### config.mk
export PLATFORM = sky130hd
export DESIGN_NAME = axis_dsp_stream_fork
export DESIGN_NICKNAME = d
export VERILOG_FILES = /design/src/rtl/axis_dsp_stream_fork.sv
export SDC_FILE = /design/constraint.sdc
export NUM_CORES = 1
export LEC_CHECK = 0
export CAP_MARGIN = 20
export CORE_MARGIN = 4
export CORE_UTILIZATION = 39
export DETAILED_ROUTE_END_ITERATION = 8
export PLACE_DENSITY = 0.83
export SKIP_LAST_GASP = 1
export SLEW_MARGIN = 20
export SYNTH_ARGS = -nofsm -noshare
export SYNTH_HDL_FRONTEND = slang
export SYNTH_SLANG_ARGS = --single-unit
export TNS_END_PERCENT = 100
### constraint.sdc
create_clock -name axis_aclk -period 4.75 [get_ports axis_aclk]
set_clock_uncertainty 0.15 [all_clocks]
set_input_delay 0.95 -clock axis_aclk [delete_from_list [all_inputs] [get_ports axis_aclk]]
set_output_delay 0.95 -clock axis_aclk [all_outputs]
set_load 0.02 [all_outputs]
### src/rtl/axis_dsp_stream_fork.sv
// One-to-four AXI-Stream broadcast with a shared beat register.
// Lane mask is frozen at frame start; lanes drain independently.
module axis_dsp_stream_fork #(
  parameter int DATA_WIDTH  = 48,
  parameter int TUSER_WIDTH = 1
) (
  input  logic                     axis_aclk,
  input  logic                     axis_areset,
  input  logic [3:0]               fork_en_mask,
  input  logic [DATA_WIDTH-1:0]    s_axis_tdata,
  input  logic                     s_axis_tvalid,
  output logic                     s_axis_tready,
  input  logic                     s_axis_tlast,
  input  logic [TUSER_WIDTH-1:0]   s_axis_tuser,
  output logic [4*DATA_WIDTH-1:0]  m_axis_tdata,
  output logic [3:0]               m_axis_tvalid,
  input  logic [3:0]               m_axis_tready,
  output logic [3:0]               m_axis_tlast,
  output logic [4*TUSER_WIDTH-1:0] m_axis_tuser,
  output logic [15:0]              frame_cnt,
  output logic                     in_frame
);

  typedef enum logic {
    IDLE,
    IN_FRAME
  } state_e;

  state_e                  state_q, state_d;
  logic [3:0]              lane_mask_q, lane_mask_d;
  logic [3:0]              pend_q, pend_d;
  logic [DATA_WIDTH-1:0]   data_q;
  logic                    last_q;
  logic [TUSER_WIDTH-1:0]  user_q;
  logic [15:0]             frame_cnt_q;
  logic [3:0]              eff_mask;
  logic                    accept;

  // Upstream may advance only when every pending lane drains this cycle
  assign s_axis_tready = ~axis_areset & (&(~pend_q | m_axis_tready));
  assign accept        = s_axis_tvalid & s_axis_tready;

  always_comb begin
    state_d     = state_q;
    lane_mask_d = lane_mask_q;
    eff_mask    = lane_mask_q;
    pend_d      = pend_q & ~m_axis_tready;
    unique case (state_q)
      IDLE: begin
        eff_mask = fork_en_mask;
        if (accept) begin
          lane_mask_d = fork_en_mask;
          if (!s_axis_tlast) state_d = IN_FRAME;
        end
      end
      IN_FRAME: begin
        if (accept && s_axis_tlast) state_d = IDLE;
      end
      default: state_d = IDLE;
    endcase
    if (accept) pend_d = eff_mask;
  end

  always_ff @(posedge axis_aclk) begin
    if (axis_areset) begin
      state_q     <= IDLE;
      lane_mask_q <= '0;
      pend_q      <= '0;
      data_q      <= '0;
      last_q      <= 1'b0;
      user_q      <= '0;
      frame_cnt_q <= '0;
    end else begin
      state_q     <= state_d;
      lane_mask_q <= lane_mask_d;
      pend_q      <= pend_d;
      if (accept) begin
        data_q <= s_axis_tdata;
        last_q <= s_axis_tlast;
        user_q <= s_axis_tuser;
        if (s_axis_tlast) frame_cnt_q <= frame_cnt_q + 16'd1;
      end
    end
  end

  assign m_axis_tvalid = pend_q;
  assign m_axis_tdata  = {4{data_q}};
  assign m_axis_tlast  = {4{last_q}};
  assign m_axis_tuser  = {4{user_q}};
  assign frame_cnt     = frame_cnt_q;
  assign in_frame      = (state_q == IN_FRAME);

endmodule

==> qor.txt <==
Status -> finished clean
H-tree depth -> 3
Pwr/cell area -> 269.7 mW/mm2
HP Class -> flop to flop
DRT iter0 DRCs -> 199
Worst VDD drop -> 0.1985 mV
Tcrit/Tclk final -> 0.7614
Cts repair resizes -> 0
Post-DRT Antenna Nets -> 0
Top_reg_cell synth -> dfxtp_1
Post-CTS Hold Fix Bufs -> 0
Ys Warns -> 0
Syn nets -> 584
Initial Util -> 0.3972
Hold Vio Cnt, Final -> 0
Post-DP Area -> 0.006003 mm2
Residual DRC count -> 0
Flops & latches, synth -> 75
Row cnt -> 38
Initial antenna violation count -> 0
Final min period -> 3.617 ns
Clk_lat worst skew -> 0.34 ns
Routability cong. -> 0.7830
Initial DRT Pass Iterations -> 6
Post-synth EDFFs -> 0
Critical Path RT -> 3.65 ns
Synth-to-layout area growth -> 45.07%
Vias -> 3904
Dpl hpwl -> 9852 um
IO Count -> 283
Critical path arrival -> 2.52 ns
Num CTS Buffers -> 9
CP Class -> input pin to primary output
Clock sink count -> 75
Final Cell Area -> 0.006218 mm2
Port bufs -> 282
Sum Neg Setup Slack -> 0 ns
First-pass GRT wire length -> 20360 um
GRT Resource Usage Total -> 0.1968
Clk slew on worst S/H paths -> 0.08 ns
Cell with the most instances after synthesis -> buf_4
MaxCap Viol Count -> 0
Clock Tree Buf Depth -> 2
Hold slack -> 0.3281 ns
Netlist cell types -> 37
Ant diodes -> 0
Endpoint class of the critical path -> primary output
Seq/Total Area, Yosys -> 0.3503
FMAX -> 276.5 MHz
Vias in the first global route -> 3709
M1 GR Usage -> 0.2234
Slew HR -> 0.5076
Die width -> 112.8 um
Die area -> 0.01273 mm2
Total Wirelength -> 13390 um
Final slew viol count -> 0
RSZ-0062 raised after global routing -> no
GR Util met2 -> 0.3693
Startpoint types -> input pin
Vias per cell -> 5.057
Area of the mapped netlist -> 0.004287 mm2
Global-route met3 utilization -> 0.04492
Total grt overflow -> 0
Async set-reset flop share out of synthesis -> 0
Synth area leaders -> dfxtp_1 35%, buf_4 27%, nand3_1 7.6%
DIE HEIGHT -> 112.8 um
Synth Instances -> 522
Cell taking the most area after synthesis -> dfxtp_1
Actual slew at the worst max-slew pin -> 0.7386 ns
Routed len/inst -> 17.35 um
Pleak -> 2.142 nW
Pin count of the biggest net entering global routing -> 76
Nets -> 690
Share of cells above drive strength 1 -> 0.05380
Syn avg cell area -> 8.212 um2
Clock root buffer -> clkbuf_8
Core area -> 0.01079 mm2
CTS tree -> yes
Post-synth top area share -> 0.3503
Post-CTS Setup Bufs -> 0
Final setup vio count -> 0
Synth top cells by count -> 152 x buf_4, 75 x dfxtp_1, 65 x nand3_1
Most Crowded Layer GR -> met2
Crit Path Max Fanout -> 3
[critical path, stage by stage]
cell and delay, ns:
clkdlybuf4s50_1 0.45, nor2b_1 0.08, nor3_4 0.22, and3_1 0.18, clkdlybuf4s50_1 0.64
[cells by family after synthesis]
family                     share of synthesized area
muxes                                        0.03036
AOI/OAI and AO/OA                             0.1579
and+or+nand+nor                               0.1500
buffers and inverters                         0.3085
adders and majority gates                   0.002918
DFF                                           0.3503
[area by class of cell]
cell class / count / area [um2]
fillers: 952 / 4574
repair buffers: 286 / 2848
flip-flops and latches: 75 / 1501
multi-input cells: 255 / 1475
well taps: 140 / 175.2
clock buffers: 10 / 137.6
clock inverters: 5 / 77.57
inverters: 1 / 3.754
[sequential cells by signal (all words and copies together) (netlist names), named ones only]
register and count:
data_q 48, frame_cnt 16, lane_mask_q 4, m_axis_tvalid 4
last_q 1, user_q 1
[cells in the final DEF, fill, tap and decap left out, types with 2 or more instances in the layout]
| master | n |
|---|---|
| o311ai_0 | 4 |
| or4_1 | 3 |
| nand2_1 | 13 |
| bufinv_16 | 2 |
| dfxtp_1 | 75 |
| nor2b_1 | 4 |
| nand2b_1 | 3 |
| clkinv_2 | 2 |
| o21ai_0 | 51 |
| o311ai_1 | 3 |
| and4_1 | 3 |
| a31oi_1 | 2 |
| o31ai_1 | 3 |
| mux2_2 | 8 |
| nand4_1 | 3 |
| clkbuf_8 | 10 |
| nand3_1 | 64 |
| nor2_1 | 6 |
| a21oi_1 | 55 |
| and2b_1 | 3 |
| o41ai_1 | 3 |
| buf_4 | 4 |
| clkdlybuf4s50_1 | 281 |
| and3_1 | 3 |
| mux2i_1 | 4 |
| nor4_1 | 5 |
[per-layer routing]
metal,vias to the layer above,wire [um]
met2,154,7316
met5,-,0
met4,0,119
li1,1871,-
met3,9,863
met1,1870,5093
[report_power, final]
part / internal, mW / switching (mW) / total [mW]
registers: 0.656 / 0.0328 / 0.689
logic: 0.215 / 0.234 / 0.449
clock network: 0.306 / 0.233 / 0.539
[stage by stage]
| stage | power [mW] | util | setup slack [ns] | cells |
|---|---|---|---|---|
| 2_1_floorplan | 0.9905 | - | 1.655 | 522 |
| 3_3_place_gp | 1.145 | 0.5562 | 1.122 | 757 |
| 3_5_place_dp | 1.156 | 0.5562 | 1.115 | 757 |
| 4_1_cts | 1.696 | 0.5762 | 1.116 | 772 |
| 5_1_grt | 1.746 | 0.5762 | 1.096 | 772 |
| 6_report | 1.677 | 0.5762 | 1.133 | 772 |
[path summary, 6_finish.rpt]
kind	start	endpoint	slack [ns]	depth (start not counted)
setup / recovery	m_axis_tready[2]	s_axis_tready	1.13	5
hold / removal	lane_mask_q[3]$_SDFFE_PP0P_	lane_mask_q[3]$_SDFFE_PP0P_	0.33	2
setup reg to reg	m_axis_tvalid[2]$_SDFF_PP0_	frame_cnt[14]$_SDFFE_PP0P_	2.49	4
hold reg to reg	lane_mask_q[3]$_SDFFE_PP0P_	lane_mask_q[3]$_SDFFE_PP0P_	0.33	2
No activity file was read; power rests on OpenSTA's default activity.
